[config.mk]
export PLATFORM = sky130hd
export DESIGN_NAME = _alu29x03_seq
export DESIGN_NICKNAME = d
export VERILOG_FILES = /design/src/rtl/_alu29x03_pkg.sv /design/src/rtl/_alu29x03_dec.sv /design/src/rtl/_alu29x03_seq.sv
export SDC_FILE = /design/constraint.sdc
export NUM_CORES = 1
export LEC_CHECK = 0
export BUFFER_PORTS_ARGS = -buffer_cell sky130_fd_sc_hd__buf_4
export CORE_ASPECT_RATIO = 2
export CORE_MARGIN = 1
export CORE_UTILIZATION = 40
export DETAILED_ROUTE_END_ITERATION = 10
export PLACE_DENSITY_LB_ADDON = 0.08
export SLEW_MARGIN = 15
export SYNTH_ARGS = -nofsm -noshare
export SYNTH_HDL_FRONTEND = slang
export SYNTH_HIERARCHICAL = 1
export SYNTH_SLANG_ARGS = --single-unit
[constraint.sdc]
create_clock -name clk -period 1.9 [get_ports clk]
set_input_delay 0.475 -clock clk [delete_from_list [all_inputs] [get_ports clk]]
set_output_delay 0.475 -clock clk [all_outputs]
set_load 0.03 [all_outputs]
[src/rtl/_alu29x03_pkg.sv]
// -----------------------------------------------------------------------------
// _alu29x03_pkg
// Shared definitions for sequencers driving a 4-bit _alu29x03 slice:
//   - opcode values OP_ZERO..OP_INCA
//   - ctrl_t: the seven live slice control bits, MSB first
//     {m,k,j,ben,aen,bpol,apol}, so ctrl_t packs into ctrl[6:0]
//   - state_e: sequencer FSM states
// -----------------------------------------------------------------------------
package _alu29x03_pkg;

  localparam int NIB_W = 4;

  // Constant / logic operations
  localparam logic [3:0] OP_ZERO  = 4'd0;
  localparam logic [3:0] OP_ONES  = 4'd1;
  localparam logic [3:0] OP_XOR   = 4'd2;
  localparam logic [3:0] OP_XNOR  = 4'd3;
  localparam logic [3:0] OP_NAND  = 4'd4;
  localparam logic [3:0] OP_NOR   = 4'd5;
  localparam logic [3:0] OP_AND   = 4'd6;
  localparam logic [3:0] OP_OR    = 4'd7;
  // Pass operations
  localparam logic [3:0] OP_PASSA = 4'd8;
  localparam logic [3:0] OP_NOTA  = 4'd9;
  localparam logic [3:0] OP_PASSB = 4'd10;
  localparam logic [3:0] OP_NOTB  = 4'd11;
  // Arithmetic operations
  localparam logic [3:0] OP_ADD   = 4'd12;
  localparam logic [3:0] OP_SUB   = 4'd13;
  localparam logic [3:0] OP_RSUB  = 4'd14;
  localparam logic [3:0] OP_INCA  = 4'd15;

  // Bit 0 is apol, bit 6 is m.
  typedef struct packed {
    logic m;
    logic k;
    logic j;
    logic ben;
    logic aen;
    logic bpol;
    logic apol;
  } ctrl_t;

  typedef enum logic [1:0] {
    ST_IDLE = 2'd0,
    ST_RUN  = 2'd1,
    ST_DONE = 2'd2
  } state_e;

endpackage

[src/rtl/_alu29x03_dec.sv]
// -----------------------------------------------------------------------------
// _alu29x03_dec
// Combinational opcode decoder for the _alu29x03 slice. Reusable by any
// sequencer that drives the slice.
//   op_i       [3:0] opcode
//   ctrl_o     ctrl_t slice control bits {m,k,j,ben,aen,bpol,apol}
//   is_arith_o high for the carry-using operations (ADD/SUB/RSUB/INCA)
// -----------------------------------------------------------------------------
module _alu29x03_dec
  import _alu29x03_pkg::*;
(
  input  logic [3:0] op_i,
  output ctrl_t      ctrl_o,
  output logic       is_arith_o
);

  // NOTE: a default assignment ahead of the case keeps every path assigned,
  // so no latch can be inferred even if the case is later edited.
  always_comb begin
    ctrl_o = '0;
    unique case (op_i)
      OP_ZERO:  ctrl_o = 7'b000_0000;
      OP_ONES:  ctrl_o = 7'b100_0000;
      OP_XOR:   ctrl_o = 7'b000_1100;
      OP_XNOR:  ctrl_o = 7'b000_1101;
      OP_NAND:  ctrl_o = 7'b001_1100;
      OP_NOR:   ctrl_o = 7'b101_1111;
      OP_AND:   ctrl_o = 7'b101_1100;
      OP_OR:    ctrl_o = 7'b001_1111;
      OP_PASSA: ctrl_o = 7'b000_0100;
      OP_NOTA:  ctrl_o = 7'b000_0101;
      OP_PASSB: ctrl_o = 7'b000_1000;
      OP_NOTB:  ctrl_o = 7'b000_1010;
      OP_ADD:   ctrl_o = 7'b010_1100;
      OP_SUB:   ctrl_o = 7'b010_1110;
      OP_RSUB:  ctrl_o = 7'b010_1101;
      OP_INCA:  ctrl_o = 7'b010_0100;
      default:  ctrl_o = '0;
    endcase
  end

  // The k bit selects the slice adder, which is exactly the arithmetic group.
  assign is_arith_o = ctrl_o.k;

endmodule

[src/rtl/_alu29x03_seq.sv]
// -----------------------------------------------------------------------------
// _alu29x03_seq
// Nibble-serial 16-bit operation sequencer for one 4-bit _alu29x03 slice.
// Accepts a request in IDLE, walks the four operand nibbles LSB-first through
// the slice (chaining cn4 -> cn for arithmetic), then pulses done for one cycle.
//   clk, rst         clock, synchronous active-high reset
//   start            request strobe, honoured only in IDLE
//   op, opa, opb     opcode and 16-bit operands
//   cin              carry into nibble 0 (arithmetic ops)
//   busy, done       handshake: busy from accept until DONE exits; done pulse
//   result           assembled 16-bit F
//   cout, ovr_o      nibble-3 cn4/ovr for arithmetic ops, else 0
//   neg, zero        result[15] and result==0
//   a, b, ctrl, cn   slice drive (all zero outside RUN)
//   f, cn4, ovr      slice response, combinational from a/b/ctrl/cn
// -----------------------------------------------------------------------------
module _alu29x03_seq
  import _alu29x03_pkg::*;
(
  input  logic        clk,
  input  logic        rst,
  input  logic        start,
  input  logic [3:0]  op,
  input  logic [15:0] opa,
  input  logic [15:0] opb,
  input  logic        cin,
  output logic        busy,
  output logic        done,
  output logic [15:0] result,
  output logic        cout,
  output logic        ovr_o,
  output logic        neg,
  output logic        zero,
  output logic [3:0]  a,
  output logic [3:0]  b,
  output logic [12:0] ctrl,
  output logic        cn,
  input  logic [3:0]  f,
  input  logic        cn4,
  input  logic        ovr
);

  state_e      state_q;
  logic [1:0]  idx_q;
  logic [3:0]  op_q;
  logic [15:0] opa_q;
  logic [15:0] opb_q;
  logic        cin_q;
  logic        carry_q;
  logic [15:0] result_q;
  logic        cout_q;
  logic        ovr_q;
  logic        busy_q;
  logic        done_q;

  ctrl_t       dec_ctrl;
  logic        dec_arith;
  logic [3:0]  nib_lsb;

  // Decode the latched opcode so ctrl stays stable even if op changes mid-run.
  _alu29x03_dec u_dec (
    .op_i       (op_q),
    .ctrl_o     (dec_ctrl),
    .is_arith_o (dec_arith)
  );

  // Bit offset of the current nibble: idx * 4.
  assign nib_lsb = {idx_q, 2'b00};

  // Slice drive: only RUN presents operands; IDLE and DONE park the port at 0.
  always_comb begin
    a    = '0;
    b    = '0;
    ctrl = '0;
    cn   = 1'b0;
    if (state_q == ST_RUN) begin
      a    = opa_q[nib_lsb +: NIB_W];
      b    = opb_q[nib_lsb +: NIB_W];
      ctrl = {6'b0, dec_ctrl};
      // Logic ops ignore carry; arithmetic uses cin on nibble 0, then the chain.
      cn   = dec_arith & ((idx_q == 2'd0) ? cin_q : carry_q);
    end
  end

  // NOTE: sequential state is written only with non-blocking assignments so
  // every register samples the pre-edge values of its peers.
  // Reset is synchronous; all outputs and any partial result return to 0.
  always_ff @(posedge clk) begin
    if (rst) begin
      state_q  <= ST_IDLE;
      idx_q    <= '0;
      op_q     <= '0;
      opa_q    <= '0;
      opb_q    <= '0;
      cin_q    <= 1'b0;
      carry_q  <= 1'b0;
      result_q <= '0;
      cout_q   <= 1'b0;
      ovr_q    <= 1'b0;
      busy_q   <= 1'b0;
      done_q   <= 1'b0;
    end else begin
      unique case (state_q)
        ST_IDLE: begin
          if (start) begin
            op_q    <= op;
            opa_q   <= opa;
            opb_q   <= opb;
            cin_q   <= cin;
            idx_q   <= '0;
            busy_q  <= 1'b1;
            state_q <= ST_RUN;
          end
        end
        ST_RUN: begin
          // Slice is combinational: f/cn4/ovr belong to the nibble on the port now.
          result_q[nib_lsb +: NIB_W] <= f;
          carry_q <= cn4;
          idx_q   <= idx_q + 2'd1;
          if (idx_q == 2'd3) begin
            // Carry out of nibble 3 is reported, never fed back.
            cout_q  <= dec_arith & cn4;
            ovr_q   <= dec_arith & ovr;
            done_q  <= 1'b1;
            state_q <= ST_DONE;
          end
        end
        ST_DONE: begin
          // start is not looked at here, so a request in this cycle is dropped.
          done_q  <= 1'b0;
          busy_q  <= 1'b0;
          state_q <= ST_IDLE;
        end
        default: begin
          state_q <= ST_IDLE;
        end
      endcase
    end
  end

  assign busy   = busy_q;
  assign done   = done_q;
  assign result = result_q;
  assign cout   = cout_q;
  assign ovr_o  = ovr_q;
  assign neg    = result_q[15];
  assign zero   = (result_q == 16'h0000);

endmodule

==> results of run 1 <==
layer usage:
layer  share of wire (%)  global-route usage [%]  up-vias
li1                    -                       -     1327
met2                  57                    38.2       67
met4                 1.7                    8.43        0
met3                 4.0                    5.59       10
met1                  37                    20.2     1206
met5                   0                       0        -
power groups by stage:
stage	sequential, mW	combinational [mW]	clock, mW
finish	1.40	0.541	1.61
global route	1.41	0.593	1.72
CTS	1.40	0.542	1.65
detailed placement	1.43	0.513	0
global placement	1.42	0.509	0
floorplan	1.43	0.323	0
cells in the mapped netlist:
library cell,number
buf_4,11
nand3b_1,4
and2_1,16
or3b_1,2
mux4_2,9
nor3_1,1
dfxtp_1,62
a31oi_1,1
a211oi_1,1
nand2_1,89
o21a_1,1
nor2_1,6
and2_2,1
nor4b_2,1
nand2b_1,8
nor4_4,1
inv_1,10
nor2b_2,1
nor4_1,4
and4bb_2,1
buf_2,9
a22o_1,4
conb_1,1
nand4_1,9
a21oi_1,55
o32ai_1,4
nor2b_1,1
clkbuf_1,9
and4_1,1
ha_1,11
or3_1,2
nor3b_4,1
xnor2_1,1
buf_6,3
mux2i_1,2
nand3_1,2
and2b_2,1
path summary, 6_finish.rpt:
kind / from / endpoint / depth (start not counted)
worst max-delay path: op_q[0] / ctrl[0] / 5
worst min-delay path: f[0] / result[8] / 2
worst max register to register: idx_q[0] / result[10] / 7
worst min register to register: opa_q[8] / opa_q[8] / 2
per-stage QoR:
step | std cells | worst slack (ns) | utilization [%] | setup TNS [ns]
floorplan | 351 | 0.0188 | - | 0
global placement | 511 | 0.0699 | 51.5 | 0
detailed placement | 511 | 0.0228 | 51.5 | 0
CTS | 528 | -0.230 | 57.5 | -2.01
global route | 529 | -0.247 | 58.0 | -2.44
finish | 529 | -0.204 | 58.0 | -1.78
area by class of cell:
| type | count | area [sq um] |
|---|---|---|
| inverters | 10 | 40.0 |
| clock inverters | 4 | 45.0 |
| fillers | 715 | 3030 |
| multi-input cells | 247 | 1610 |
| well taps | 92 | 115 |
| flip-flops and latches | 62 | 1250 |
| repair buffers | 102 | 863 |
| clock buffers | 12 | 256 |
logic make-up (layout without fill, tap and decap cells):
kind of cell / after synthesis / in the layout
adder cells (fa/ha/maj): 11 / 11
AND/OR/NAND/NOR: 152 / 152
AO/OA/AOI/OAI: 66 / 66
buffers and inverters: 42 / 128
flip-flops: 62 / 62
multiplexers: 11 / 11
XOR/XNOR: 1 / 1
other: 1 / 6
registers in the layout, indices dropped and copies added (netlist names):
| name | count |
|---|---|
| opa_q | 16 |
| opb_q | 16 |
| result | 16 |
| op_q | 4 |
| idx_q | 2 |
| state_q | 2 |
| busy | 1 |
| carry_q | 1 |
| cin_q | 1 |
| cout | 1 |
| done | 1 |
| ovr_o | 1 |
critical path: cells and delay by family, from the launching register on:
family        cells  cell delay [ns]
buf+inv           2             0.17
fa+ha+maj         1             0.17
mux               1             0.45
simple gates      1             0.15
flops             1             0.37
placed cells by master, fill, tap and decap left out, drive strengths merged, types with 3 or more instances in the layout:
| cell | netlist | routed |
|---|---|---|
| a21oi | 55 | 55 |
| a22o | 4 | 4 |
| and2 | 17 | 17 |
| buf | 23 | 102 |
| clkbuf | 9 | 12 |
| clkinv | 0 | 3 |
| conb | 1 | 6 |
| dfxtp | 62 | 62 |
| ha | 11 | 11 |
| inv | 10 | 10 |
| mux4 | 9 | 9 |
| nand2 | 89 | 89 |
| nand2b | 8 | 8 |
| nand3b | 4 | 4 |
| nand4 | 9 | 9 |
| nor2 | 6 | 6 |
| nor4 | 5 | 5 |
| o32ai | 4 | 4 |
what timing repair did:
item / in CTS / in global routing
buffers inserted: 1 / 1
resized for setup: 40 / 6
setup endpoints to repair: 14 / 15
pin swaps: 3 / 4
==> out/results.ini, run 1 <==
[placed_design]
placed_cell_area_sq_mm = 0.00371
place_hpwl_mm = 5.14
gp_congestion = 0.807
io_buffers = 83

[synthesis]
avgSynthCellArea_sq_um = 8.62
synth_simple_gate_area_share_pct = 25.8
yosys.cell_types.count = 37
netlist_area_sq_mm = 0.00298
synth_compound_area_share_pct = 12.3
yosysWarnings = 6
synth-seq-cells = 62
yosys-top-cells-area = dfxtp_1, nand2_1, a21oi_1
synthMuxAreaShare_pct = 7.46
synthXorXnorAreaFrac_pct = 0.294
synth_cells = 346
seq_area_frac_synth_pct = 41.6
yosysTopAreaCellShare_pct = 41.6
synthAdderAreaFrac_pct = 4.61
yosysTopAreaCell = dfxtp_1
synth_top_family_by_area = simple AND/OR/NAND/NOR gates

[drt]
avgRoutedWirePerCell_um = 13.9
first_iter_violations = 145
num_vias = 2610
ant_nets = 0
vias_per_cell = 4.93
drc = 0
dr.pass1.iters = 4
finalWirelength_mm = 7.36

[final_layout]
stdcell_area_sq_mm = 0.00418
syn2layout_area_growth_pct = 40.1
drive_above_1_share_pct = 36.6
diodes = 0
final_nets = 489

[clocking]
clock_sinks = 62
htree_levels = 3
cts.root.buffer_cell = clkbuf_16
hold_buffers = 0
cts.clk_slew.worst_paths_ns = 0.05
clk_path_buf_depth = 2
cts_buffers = 9
clk_latency_ns = 0.32
cts_tree = yes

[flow_run]
drv_cap = 0

[global_route]
grt_pass1_vias = 2580
antenna_found_initial = 0
grt_overflow = 0
grt_pass1_wl_mm = 11.9
grt_max_degree = 64
grtUsageTotal_pct = 20.2

[pwr]
internal-power_mw = 2.70
leakagePower_nw = 1.73
switchingPower_mw = 0.861
seq_power_share_pct = 39.5
swShare_pct = 24.2
clockPowerShare_pct = 45.3
vdd_drop_max_mv = 0.741
total_power_mw = 3.56
p_comb_share_pct = 15.2
p_per_area_mw_per_mm2 = 851

[setup_path]
critical_path.max_stage_delay_ns = 0.45
path_cells = inv_2 > ha_2 > mux4_2 > and2_4 > buf_6
slowest_stage = mux4_2
cp.arrival_ns = 1.63
start_kind = register
crit_required_ns = 1.42
cp-end-kind = output port
path_class = reg -> out
rrSetupSlack_ns = 0.10
cp_max_fo = 5

[timing]
fin_ws_ns = -0.204
layout_min_cycle_time_ns = 2.10
rsz0062_at_grt = true
setup_violations = 11
hold_ws_ns = 0.390
fin_skew_ns = 0.00488
report.final.slew_viol_count = 0
finalHoldViolations = 0
max_freq_mhz = 475
fin_crit_sh_pct = 111

[floorplan]
num_rows = 44
die-area_sq_mm = 0.00783
initial_core_util_pct = 41.4
die_w_um = 63.1
die_y_um = 124
ioPinCount = 90
coreArea_sq_mm = 0.00721

[min_path]
hold_class = in -> reg

[outcome]
violations = negative setup slack
outcome = finished, violations left

Power figures use the tool's default switching activity.
==> inputs of run 2 (changes only) <==
--- a/config.mk
+++ b/config.mk
@@ -11,6 +11,7 @@
 export CORE_UTILIZATION = 40
 export DETAILED_ROUTE_END_ITERATION = 10
 export PLACE_DENSITY_LB_ADDON = 0.08
+export SETUP_SLACK_MARGIN = 0.02
 export SLEW_MARGIN = 15
 export SYNTH_ARGS = -nofsm -noshare
 export SYNTH_HDL_FRONTEND = slang
==> out/results.ini, run 2 (same netlist as run 1, synthesis figures left out) <==
[pwr]
vdd_drop_max_mv = 0.807
clockPowerShare_pct = 48.7
p_comb_share_pct = 14.4
total_power_mw = 3.81
internal-power_mw = 2.93
seq_power_share_pct = 36.9
swShare_pct = 23.0
p_per_area_mw_per_mm2 = 892
switchingPower_mw = 0.876
leakagePower_nw = 1.76

[clocking]
cts_tree = yes
cts.clk_slew.worst_paths_ns = 0.05
htree_levels = 3
cts_buffers = 9
clock_sinks = 62
cts.root.buffer_cell = clkbuf_16
hold_buffers = 0
clk_latency_ns = 0.32
clk_path_buf_depth = 2

[final_layout]
diodes = 0
layout_common_cells = nand2_1, buf_4, dfxtp_1
final_nets = 492
drive_above_1_share_pct = 38.5
stdcell_area_sq_mm = 0.00427
layout_commonest_cell = nand2_1
syn2layout_area_growth_pct = 43.0

[drt]
avgRoutedWirePerCell_um = 13.9
ant_nets = 0
dr.pass1.iters = 4
vias_per_cell = 4.95
drc = 0
first_iter_violations = 104
num_vias = 2628
finalWirelength_mm = 7.41

[setup_path]
cp.arrival_ns = 1.62
cp_max_fo = 4
path_class = reg -> out
cp-end-kind = output port
start_kind = register
crit_required_ns = 1.42

[global_route]
grtUsageTotal_pct = 20.1
antenna_found_initial = 0
grt_overflow = 0
grt_max_degree = 47
grt_pass1_wl_mm = 11.9
grt_pass1_vias = 2483

[floorplan]
die_w_um = 63.1
num_rows = 44
coreArea_sq_mm = 0.00721
initial_core_util_pct = 41.4
ioPinCount = 90
die_y_um = 124
die-area_sq_mm = 0.00783

[timing]
fin_crit_sh_pct = 111
layout_min_cycle_time_ns = 2.10
fin_ws_ns = -0.200
hold_ws_ns = 0.392
timing.setup.tns_ns = -1.68
report.final.slew_viol_count = 0
setup_violations = 10
fin_skew_ns = 0.00383
finalHoldViolations = 0
rsz0062_at_grt = true
max_freq_mhz = 476

[placed_design]
placed_cell_area_sq_mm = 0.00370
io_buffers = 83
gp_congestion = 0.833
post-place-ws_ns = 0.0138
place_hpwl_mm = 5.19

[outcome]
outcome = finished, violations left
violations = negative setup slack

[flow_run]
drv_cap = 0

[min_path]
hold_class = in -> reg

## run 2: what timing repair did
action,CTS,global route
setup endpoints to repair,14,14
setup buffers,2,3
pin swaps,6,11
gates resized for setup,43,12
## run 2: final timing paths
| check | startpoint | end | slack [ns] | cells after the start |
|---|---|---|---|---|
| max | op_q[1] | ctrl[0] | -0.20 | 5 |
| max reg2reg | idx_q[0] | result[10] | 0.10 | 7 |
| min | op[0] | op_q[0] | 0.39 | 3 |
| min reg2reg | opa_q[15] | opa_q[15] | 0.45 | 2 |
## run 2: metrics by stage
stage | std cells | util (%)
floorplan | 351 | -
finish | 531 | 59.2
CTS | 528 | 58.1
global placement | 511 | 51.4
detailed placement | 511 | 51.4
global route | 531 | 59.2
## run 2: metal layers
metal	track usage (%)	vias up	share of wire [%]	routed length (um)
met5	0	-	0	0
met1	21.1	1214	37	2740
met4	10.2	0	2.0	145
met3	4.67	12	3.6	266
li1	-	1341	-	-
met2	36.6	61	57	4250
## run 2: layout make-up
class	count	area, sq um
clock buffers	11	243
clock inverters	4	95.1
fillers	698	2940
inverters	10	40.0
multi-input cells	247	1640
flip-flops and latches	62	1250
well taps	92	115
repair buffers	105	877
## run 2: critical path: stages, from the launching register on
cell     delay [ns]
dfxtp_4        0.38
inv_2          0.05
ha_2           0.17
mux4_2         0.44
and2_4         0.15
buf_6          0.13
## run 2: power groups by stage
stage                     Sequential (mW)  Clock, mW  Combinational, mW
after floorplan                      1.43          0              0.324
after global placement               1.42          0              0.501
after detailed placement             1.43          0              0.508
after CTS                            1.40       1.90              0.537
after global routing                 1.41       1.94              0.598
final                                1.40       1.86              0.548
==> inputs of run 3 (changes only) <==
--- a/config.mk
+++ b/config.mk
@@ -6,9 +6,11 @@
 export NUM_CORES = 1
 export LEC_CHECK = 0
 export BUFFER_PORTS_ARGS = -buffer_cell sky130_fd_sc_hd__buf_4
+export CELL_PAD_IN_SITES_DETAIL_PLACEMENT = 1
+export CELL_PAD_IN_SITES_GLOBAL_PLACEMENT = 1
 export CORE_ASPECT_RATIO = 2
 export CORE_MARGIN = 1
-export CORE_UTILIZATION = 40
+export CORE_UTILIZATION = 34
 export DETAILED_ROUTE_END_ITERATION = 10
 export PLACE_DENSITY_LB_ADDON = 0.08
 export SETUP_SLACK_MARGIN = 0.02
==> out/results.ini, run 3 (same netlist as run 1, synthesis figures left out) <==
[min_path]
hold_path_end = result[8]
hold_class = in -> reg
hp-start = f[0]
min_path_cells = 2

[placed_design]
gp_congestion = 0.736
place_hpwl_mm = 6.35
dp.cells = 522
io_buffers = 83

[clocking]
cts.clk_slew.worst_paths_ns = 0.05
cts.root.buffer_cell = clkbuf_16
clk_latency_ns = 0.33
cts_tree = yes
hold_buffers = 0
clk_path_buf_depth = 2
htree_levels = 3
clock_sinks = 62
cts_buffers = 9

[floorplan]
coreArea_sq_mm = 0.00859
num_rows = 48
ioPinCount = 90
die_y_um = 134
initial_core_util_pct = 34.7
die_w_um = 68.2
die-area_sq_mm = 0.00918

[pwr]
leakagePower_nw = 1.77
vdd_drop_max_mv = 0.512
p_per_area_mw_per_mm2 = 881

[timing]
fin_skew_ns = 0.00740
setup_violations = 12
rsz0062_at_grt = true
layout_min_cycle_time_ns = 2.12
max_freq_mhz = 472
fin_crit_sh_pct = 111
fin_ws_ns = -0.217
hold_ws_ns = 0.389
report.final.slew_viol_count = 0
finalHoldViolations = 0

[setup_path]
reg2reg_depth = 7
crit_required_ns = 1.42
start_kind = register
worst-path-buf-inv = 2
r2r_end = result[4]
rrSetupSlack_ns = 0.13
path_class = reg -> out
slowest_stage = mux4_2
critical_path.max_stage_delay_ns = 0.45
r2r-start = idx_q[0]
cp.arrival_ns = 1.64
critPathTopFamily = multiplexers
cp_max_fo = 4
cp-end-kind = output port
path_cells = inv_2 > ha_2 > mux4_2 > and2_4 > buf_6

[final_layout]
syn2layout_area_growth_pct = 43.6
diodes = 0
layout_commonest_cell = nand2_1
stdcell_count = 541
layout_common_cells = nand2_1, buf_4, a21oi_1
final_nets = 493
drive_above_1_share_pct = 38.3
fillers = 1004

[drt]
vias_per_cell = 5.00
dr.pass1.iters = 4
first_iter_violations = 103
avgRoutedWirePerCell_um = 16.0
drc = 0
num_vias = 2704
ant_nets = 0
finalWirelength_mm = 8.66

[outcome]
outcome = finished, violations left
violations = negative setup slack

[global_route]
grt_pass1_wl_mm = 13.6
grt_pass1_vias = 2789
grt_max_degree = 43
antenna_found_initial = 0
grtUsageTotal_pct = 20.4
grt_overflow = 0

[flow_run]
drv_cap = 0

==> run 3: changes by cell type in the layout (fill, tap and decap cells not counted), sizes merged <==
cell	previous run	this run
buf	105	106
bufinv	3	2
clkinv	1	2
clkinvlp	0	1
==> run 3: power by group <==
group | leakage (nW) | total (mW) | switching, mW | internal, mW
Sequential | 0.511 | 1.40 | 0.0424 | 1.36
Clock | 0.162 | 1.81 | 0.587 | 1.22
Combinational | 1.10 | 0.565 | 0.299 | 0.267
Total | 1.77 | 3.77 | 0.928 | 2.85
==> run 3: per-stage QoR <==
stage / power, mW / util (%) / worst slack, ns / instance area [sq um] / TNS, ns
floorplan: 1.75 / - / 0.0219 / 3010 / 0
global placement: 1.94 / 43.5 / 0.0234 / 3740 / 0
detailed placement: 1.96 / 43.5 / -0.0418 / 3740 / -0.0418
CTS: 3.82 / 49.5 / -0.233 / 4260 / -2.10
global route: 3.94 / 49.9 / -0.261 / 4290 / -2.45
finish: 3.77 / 49.9 / -0.217 / 4290 / -1.78
==> run 3: what timing repair did <==
item / 4_1_cts / 5_1_grt
gates cloned: 0 / 0
setup endpoints to repair: 17 / 17
setup buffers: 2 / 1
pin swaps: 10 / 6
gates resized for setup: 47 / 10
==> run 3: per-layer routing <==
layer | track usage, % | share of wire, % | vias to the layer above
met5 | 0 | 0 | -
li1 | - | - | 1335
met3 | 4.65 | 3.4 | 12
met4 | 10.4 | 2.6 | 0
met1 | 19.9 | 35 | 1295
met2 | 37.7 | 59 | 62
==> run 3: how the worst max path moves through the flow <==
stage,to,from,cells after the start
2_1_floorplan,a[0],idx_q[0],4
3_3_place_gp,ctrl[0],op_q[1],5
3_5_place_dp,ctrl[0],op_q[0],5
4_1_cts,ctrl[0],op_q[0],4
5_1_grt,ctrl[0],op_q[0],5
6_report,ctrl[0],op_q[1],5
==> run 3: worst register-to-register path, cell delays in order (launching register included) <==
cell	delay (ns)
dfxtp_4	0.36
buf_6	0.13
buf_4	0.10
buf_4	0.15
ha_1	0.24
nand3b_1	0.19
or3_1	0.36
a21oi_1	0.16
==> run 3: cell type report <==
type	count	area [sq um]	share of cell area, %
Multi-Input combinational cell	247	1630	38.1
Timing Repair Buffer	106	892	20.8
Inverter	10	42.5	0.992
Clock buffer	11	253	5.90
Tap cell	100	125	2.92
Clock inverter	5	81.3	1.90
Sequential cell	62	1260	29.4
